`src/rtl/approx_mult_pkg.sv`:
```
// rtl/approx_mult_pkg.sv - shared mode type, counter width and reference model for the approximate multiplier
package approx_mult_pkg;

    localparam int CNT_W = 16;

    typedef enum logic {
        MODE_EXACT  = 1'b0,
        MODE_APPROX = 1'b1
    } mode_e;

    // Bit-level model of the approximate product; supports w up to 32.
    function automatic logic [63:0] approx_ref(input logic [31:0] x, input logic [31:0] y,
                                               input int w, input int l, input int or_win);
        logic [63:0] acc;
        logic [63:0] ymask;
        logic        bit_a;
        logic        bit_b;
        logic        s;
        logic        cy;
        ymask = (64'd1 << w) - 64'd1;
        acc   = '0;
        for (int i = w - 2; i < w; i++) begin
            if (x[5'(i)]) acc = acc + (({32'd0, y} & ymask) << i);
        end
        for (int k = 0; k <= w / 2 - 2; k++) begin
            for (int c = l; c < 2 * w; c++) begin
                bit_a = (c >= 2 * k && c - 2 * k < w) ? (x[5'(2 * k)] & y[5'(c - 2 * k)]) : 1'b0;
                bit_b = (c >= 2 * k + 1 && c - 2 * k - 1 < w) ? (x[5'(2 * k + 1)] & y[5'(c - 2 * k - 1)]) : 1'b0;
                s     = (c < l + or_win) ? (bit_a | bit_b) : (bit_a ^ bit_b);
                cy    = bit_a & bit_b;
                acc   = acc + ({63'd0, s} << c) + ({63'd0, cy} << (c + 1));
            end
        end
        if (2 * w < 64) acc = acc & ((64'd1 << (2 * w)) - 64'd1);
        return acc;
    endfunction

endpackage

```
`src/rtl/approx_pp_compress.sv`:
```
// rtl/approx_pp_compress.sv - combinational row-pair compressor between partial products and the final add
module approx_pp_compress
    import approx_mult_pkg::*;
#(
    parameter int W      = 8,
    parameter int L      = 6,
    parameter int OR_WIN = 2
) (
    input  logic [W-1:0][W-1:0]       i_pp,
    input  mode_e                     i_mode,
    output logic [W/2-2:0][2*W-1:0]   o_sum,
    output logic [W/2-2:0][2*W-1:0]   o_cy,
    output logic [2*W-1:0]            o_base
);

    localparam int PW = 2 * W;
    localparam int NP = W / 2 - 1;

    logic w_approx;

    assign w_approx = (i_mode == MODE_APPROX);

    // The two top rows carry most of the product weight and are always kept exact.
    assign o_base = (PW'(i_pp[W-2]) << (W - 2)) + (PW'(i_pp[W-1]) << (W - 1));

    for (genvar k = 0; k < NP; k++) begin : g_pair
        assign o_cy[k][0] = 1'b0;
        for (genvar c = 0; c < PW; c++) begin : g_col
            localparam int RA       = 2 * k;
            localparam int RB       = 2 * k + 1;
            localparam bit IS_TRUNC = (c < L);
            localparam bit IS_OR    = (c < L + OR_WIN);
            logic w_a;
            logic w_b;
            logic w_kill;
            if (c >= RA && c - RA < W) begin : g_a
                assign w_a = i_pp[RA][c-RA];
            end else begin : g_a0
                assign w_a = 1'b0;
            end
            if (c >= RB && c - RB < W) begin : g_b
                assign w_b = i_pp[RB][c-RB];
            end else begin : g_b0
                assign w_b = 1'b0;
            end
            assign w_kill      = w_approx & IS_TRUNC;
            assign o_sum[k][c] = !w_kill & ((w_approx & IS_OR) ? (w_a | w_b) : (w_a ^ w_b));
            // Carry out of the top column falls outside the 2W-bit result.
            if (c + 1 < PW) begin : g_cy
                assign o_cy[k][c+1] = !w_kill & w_a & w_b;
            end
        end
    end

endmodule

```
`src/rtl/approx_trunc_mult_pipe.sv`:
```
// rtl/approx_trunc_mult_pipe.sv - three-stage exact/approximate WxW multiplier with valid/ready handshake
module approx_trunc_mult_pipe
    import approx_mult_pkg::*;
#(
    parameter int W      = 8,
    parameter int L      = 6,
    parameter int OR_WIN = 2,
    parameter int TAG_W  = 4
) (
    input  logic             clk,
    input  logic             rst,
    input  logic             in_valid,
    output logic             in_ready,
    input  logic [W-1:0]     in_x,
    input  logic [W-1:0]     in_y,
    input  logic             in_mode,
    input  logic [TAG_W-1:0] in_tag,
    output logic             out_valid,
    input  logic             out_ready,
    output logic [2*W-1:0]   out_z,
    output logic [TAG_W-1:0] out_tag,
    output logic [CNT_W-1:0] approx_cnt
);

    localparam int PW = 2 * W;
    localparam int NP = W / 2 - 1;

    logic                  w_adv;
    logic [W-1:0][W-1:0]   w_pp;
    logic [NP-1:0][PW-1:0] w_s2_sum;
    logic [NP-1:0][PW-1:0] w_s2_cy;
    logic [PW-1:0]         w_s2_base;
    logic [PW-1:0]         w_s3_z;

    logic                  r_s1_valid;
    mode_e                 r_s1_mode;
    logic [TAG_W-1:0]      r_s1_tag;
    logic [W-1:0][W-1:0]   r_s1_pp;
    logic [W-1:0]          r_s1_x;
    logic [W-1:0]          r_s1_y;

    logic                  r_s2_valid;
    mode_e                 r_s2_mode;
    logic [TAG_W-1:0]      r_s2_tag;
    logic [NP-1:0][PW-1:0] r_s2_sum;
    logic [NP-1:0][PW-1:0] r_s2_cy;
    logic [PW-1:0]         r_s2_base;
    logic [W-1:0]          r_s2_x;
    logic [W-1:0]          r_s2_y;

    logic                  r_out_valid;
    mode_e                 r_out_mode;
    logic [PW-1:0]         r_out_z;
    logic [TAG_W-1:0]      r_out_tag;
    logic [CNT_W-1:0]      r_cnt;

    // One stall signal for the whole pipe: bubbles are kept, never squeezed out.
    assign w_adv     = !r_out_valid | out_ready;
    assign in_ready  = w_adv;
    assign out_valid = r_out_valid;
    assign out_z     = r_out_z;
    assign out_tag   = r_out_tag;
    assign approx_cnt = r_cnt;

    for (genvar i = 0; i < W; i++) begin : g_pp
        assign w_pp[i] = in_y & {W{in_x[i]}};
    end

    approx_pp_compress #(
        .W      (W),
        .L      (L),
        .OR_WIN (OR_WIN)
    ) u_compress (
        .i_pp   (r_s1_pp),
        .i_mode (r_s1_mode),
        .o_sum  (w_s2_sum),
        .o_cy   (w_s2_cy),
        .o_base (w_s2_base)
    );

    for (genvar k = 0; k < NP; k++) begin : g_add
        logic [PW-1:0] w_part;
        if (k == 0) begin : g_first
            assign w_part = r_s2_base + r_s2_sum[k] + r_s2_cy[k];
        end else begin : g_next
            assign w_part = g_add[k-1].w_part + r_s2_sum[k] + r_s2_cy[k];
        end
    end
    assign w_s3_z = g_add[NP-1].w_part;

    always_ff @(posedge clk or posedge rst) begin
        if (rst) begin
            r_s1_valid  <= 1'b0;
            r_s2_valid  <= 1'b0;
            r_out_valid <= 1'b0;
            r_out_mode  <= MODE_EXACT;
            r_out_z     <= '0;
            r_out_tag   <= '0;
            r_cnt       <= '0;
        end else begin
            if (w_adv) begin
                r_s1_valid  <= in_valid;
                r_s2_valid  <= r_s1_valid;
                r_out_valid <= r_s2_valid;
                if (r_s2_valid) begin
                    r_out_z    <= w_s3_z;
                    r_out_tag  <= r_s2_tag;
                    r_out_mode <= r_s2_mode;
                end
            end
            if (r_out_valid && out_ready && r_out_mode == MODE_APPROX && r_cnt != '1) begin
                r_cnt <= r_cnt + 1'b1;
            end
        end
    end

    // Stage payloads need no reset: they are qualified by the stage valids.
    always_ff @(posedge clk) begin
        if (w_adv && in_valid) begin
            r_s1_pp   <= w_pp;
            r_s1_mode <= mode_e'(in_mode);
            r_s1_tag  <= in_tag;
            r_s1_x    <= in_x;
            r_s1_y    <= in_y;
        end
        if (w_adv && r_s1_valid) begin
            r_s2_sum  <= w_s2_sum;
            r_s2_cy   <= w_s2_cy;
            r_s2_base <= w_s2_base;
            r_s2_mode <= r_s1_mode;
            r_s2_tag  <= r_s1_tag;
            r_s2_x    <= r_s1_x;
            r_s2_y    <= r_s1_y;
        end
    end

    always @(posedge clk) begin
        if (!rst && w_adv && r_s2_valid) begin
            assert (64'(w_s3_z) == ((r_s2_mode == MODE_APPROX)
                    ? approx_ref(32'(r_s2_x), 32'(r_s2_y), W, L, OR_WIN)
                    : 64'(r_s2_x) * 64'(r_s2_y)));
        end
    end

endmodule

```
`config.mk`:
```
export PLATFORM = sky130hd
export DESIGN_NAME = approx_trunc_mult_pipe
export DESIGN_NICKNAME = d
export VERILOG_FILES = /design/src/rtl/approx_mult_pkg.sv /design/src/rtl/approx_pp_compress.sv /design/src/rtl/approx_trunc_mult_pipe.sv
export SDC_FILE = /design/constraint.sdc
export NUM_CORES = 1
export LEC_CHECK = 0
export BUFFER_PORTS_ARGS = -buffer_cell sky130_fd_sc_hd__buf_2
export CELL_PAD_IN_SITES_DETAIL_PLACEMENT = 1
export CELL_PAD_IN_SITES_GLOBAL_PLACEMENT = 2
export CORE_ASPECT_RATIO = 1.4
export CORE_MARGIN = 2
export CORE_UTILIZATION = 44
export CTS_BUF_LIST = sky130_fd_sc_hd__clkbuf_2
export CTS_CLUSTER_SIZE = 28
export DETAILED_ROUTE_END_ITERATION = 16
export PLACE_DENSITY = 0.8
export SLEW_MARGIN = 20
export SYNTH_ARGS = -nofsm -noshare
export SYNTH_HDL_FRONTEND = slang
export SYNTH_SLANG_ARGS = --single-unit
```
`constraint.sdc`:
```
create_clock -name clk -period 5.45 [get_ports clk]
set_input_delay 0.2725 -clock clk [delete_from_list [all_inputs] [get_ports clk]]
set_output_delay 0.2725 -clock clk [all_outputs]
set_load 0.03 [all_outputs]
```
==> flow_metrics.py <==
metrics = {
    "outcome": {
        "status": "completed",
    },
    "cts": {
        "numCtsBuffers": 17,
        "ctsHoldBuffers": 27,
        "cts_tree": "yes",
        "cts.sinks": 172,
        "ctsResizeCount": 0,
        "path_clk_slew_ns": 0.27,
        "htreeDepth": 4,
        "clk_latency_ns": 0.77,
        "root_buffer": "clkbuf_2",
        "clockBufferDepth": 2,
        "post_cts_buffers": 0,
    },
    "drt": {
        "num_vias": 4792,
        "drt_first_pass_iters": 6,
        "drc": 0,
        "drtIter0Drc": 175,
        "routed_wl_um": 16140,
        "viasPerCell": 4.850,
        "wl_per_cell_um": 16.34,
        "ant_nets": 0,
    },
    "finish": {
        "area_delta_synth_final_pct": 13.83,
        "layout_commonest_cell": "edfxtp_1",
        "final_util_pct": 51.13,
        "fin_cells": 988,
        "drive_above_1_share_pct": 16.02,
        "num-nets-final": 842,
        "fill_cells": 1945,
        "layout_common_cells": "edfxtp_1, inv_1, and2_1",
        "stdcell_area_sq_um": 9549,
    },
    "pwr": {
        "clockPowerShare_pct": 14.6,
        "p_int_mw": 2.941,
        "net-switching-power_mw": 2.060,
        "power.density_nw_per_um2": 523.6,
        "p_sw_share_pct": 41.19,
        "combPwrFrac_pct": 48.8,
        "p_leak_nw": 4.122,
        "pwr-share-seq_pct": 36.6,
        "power_mw": 5.000,
        "irDropWorstVdd_v": 0.0002645,
    },
    "run": {
        "cap_viol_max_count": 0,
    },
    "floorplan": {
        "dieWidth_um": 120.7,
        "placeableCoreArea_sq_um": 18680,
        "rows": 59,
        "die_h_um": 167.4,
        "dieArea_sq_um": 20200,
        "start_util_pct": 44.92,
        "boundaryPins": 63,
    },
    "grt": {
        "grt_pass1_vias": 5348,
        "grt_use_total_pct": 17.15,
        "antenna_found_initial": 1,
        "grt_pass1_wl_um": 26420,
        "grt_max_degree": 62,
        "overflow": 0,
    },
    "yosys": {
        "synth_compound_area_share_pct": 3.445,
        "synth_mux_area_share_pct": 2.595,
        "synth_fa_ha_area_share_pct": 15.93,
        "synth_seq_cells": 172,
        "synth_area_leaders": "edfxtp_1, dfrtp_1, ha_1",
        "ys_seq_area_share_pct": 59.18,
        "synth_xor_area_share_pct": 3.445,
        "avgSynthCellArea_sq_um": 13.40,
        "synth_area_sq_um": 8389,
        "synth_top_area_share_pct": 47.25,
        "synthSimpleGateAreaFrac_pct": 10.99,
        "syn-num-nets": 738,
        "synthCells": 626,
        "yosysWarnings": 0,
        "ys_types": 39,
        "synth_top_family_by_area": "adder cells",
        "yosys.area.top_type": "edfxtp_1",
    },
    "sta": {
        "rsz0062_at_grt": "no",
        "max_freq_mhz": 237.3,
        "fin_crit_sh_pct": 77.33,
        "holdWs_ns": 0.1431,
        "final_hold_viol_count": 0,
        "fin_setup_tns_ns": 0,
        "layout_setup_ws_ns": 1.235,
        "period_needed_ns": 4.215,
        "drv_slew": 0,
        "slew_headroom_pct": 49.04,
        "finClkSkew_ns": 0.04383,
        "worst_pin_slew_ns": 0.7644,
        "setup_viol": 0,
    },
    "setup_path": {
        "startpoint": "r_s2_sum[6]$_DFFE_PP_",
        "worstSetupPathType": "reg -> reg",
        "r2r_start": "r_s2_sum[6]$_DFFE_PP_",
        "crit_required_ns": 6.09,
        "r2r_cells": 14,
        "cp_data_arrival_time_ns": 4.86,
        "reg2reg_slack_ns": 1.24,
        "cp_max_fo": 3,
        "cp-end-kind": "flip-flop",
        "r2r-end": "out_z[14]$_DFFE_PP0P_",
        "startpoint_type": "flip-flop",
    },
    "placement": {
        "dp.cells": 927,
        "place_area_sq_um": 8997,
        "io_buffers": 62,
        "routabilityCongestion": 0.7742,
        "place_hpwl_um": 12080,
        "pre_cts_slack_ns": 1.251,
    },
    "min_path": {
        "hold_path_class": "in -> async",
    },
}
[kinds of logic (layout without fill, tap and decap cells)]
group / count (synthesis) / in the layout
adder cells (fa/ha/maj): 87 / 87
other: 0 / 1
multiplexers: 20 / 20
AND/OR/NAND/NOR: 172 / 172
AO/OA/AOI/OAI: 44 / 44
XOR/XNOR: 33 / 33
flip-flops: 172 / 172
buffers and inverters: 98 / 215
[final cells by class]
| cell class | count | area (sq um) | area share, % |
|---|---|---|---|
| tap | 244 | 305.3 | 3.197 |
| sequential | 172 | 4965 | 51.99 |
| inverter | 90 | 337.8 | 3.538 |
| antenna | 1 | 2.502 | 0.02621 |
| clock buffer | 18 | 90.09 | 0.9434 |
| clock inverter | 14 | 173.9 | 1.821 |
| multi-input combinational | 356 | 3057 | 32.01 |
| timing repair buffer | 93 | 618.1 | 6.473 |
[how the worst max path moves through the flow]
| stage | endpoint |
|---|---|
| 2_1_floorplan | out_z[14]$_DFFE_PP0P_ |
| 3_3_place_gp | out_z[14]$_DFFE_PP0P_ |
| 3_5_place_dp | out_z[14]$_DFFE_PP0P_ |
| 4_1_cts | out_z[14]$_DFFE_PP0P_ |
| 5_1_grt | out_z[14]$_DFFE_PP0P_ |
| 6_report | out_z[14]$_DFFE_PP0P_ |
[sequential cells by signal, summed over array words and instances, names as in the netlist]
name and cells:
out_z 16, r_s2_sum 27, r_s1_tag 4, r_s2_valid 1, r_s2_cy 21, out_valid 1, r_s1_mode 1, r_s1_valid 1
r_out_mode 1, r_s2_mode 1, r_s2_base 10, r_s1_pp 64, approx_cnt 16, out_tag 4, r_s2_tag 4
[cells in the mapped netlist]
library cell and n:
mux2i_1 6, nand4_1 7, o21a_1 5, nor4_1 2
a21o_1 3, o21ai_2 1, ha_1 54, and2_1 69
mux2_2 14, a41oi_1 1, nand2_1 35, fa_1 33
or4_4 1, or3_1 2, o311ai_0 3, o31ai_1 1
nand4b_1 1, a21oi_1 12, buf_2 2, nor2b_1 5
nand2b_1 4, xor2_1 6, edfxtp_1 132, inv_1 90
or4_1 1, o21ai_0 10, and4_2 1, nand4_2 1
o211ai_1 4, o21a_4 1, and3_1 4, nor2_1 32
a211oi_1 3, and4_1 1, xnor2_1 27, nor3_1 2
dfrtp_1 40, clkbuf_1 6, nand3_1 4
[power groups by stage]
stage / Clock [mW] / Combinational, mW / Sequential (mW)
6_report: 0.728 / 2.44 / 1.83
5_1_grt: 0.804 / 2.80 / 1.86
4_1_cts: 0.757 / 2.50 / 1.84
3_5_place_dp: 0 / 2.47 / 1.87
3_3_place_gp: 0 / 2.36 / 1.85
2_1_floorplan: 0 / 1.67 / 2.03
[critical path: stages (launching register included)]
cell	delay, ns
edfxtp_1	0.45
fa_1	0.54
inv_1	0.05
fa_1	0.52
inv_1	0.05
fa_1	0.50
fa_1	0.53
ha_1	0.16
inv_1	0.05
fa_1	0.38
nand2b_1	0.18
a21oi_1	0.25
o211ai_1	0.14
mux2i_1	0.18
o311ai_0	0.14
[layer usage]
metal / track usage [%] / vias up / wire, um
li1: - / 2316 / -
met1: 18.54 / 2382 / 6537
met2: 32.77 / 76 / 8919
met3: 3.542 / 18 / 446
met4: 5.612 / 0 / 242
met5: 0 / - / 0
No activity file was read; power rests on OpenSTA's default activity.
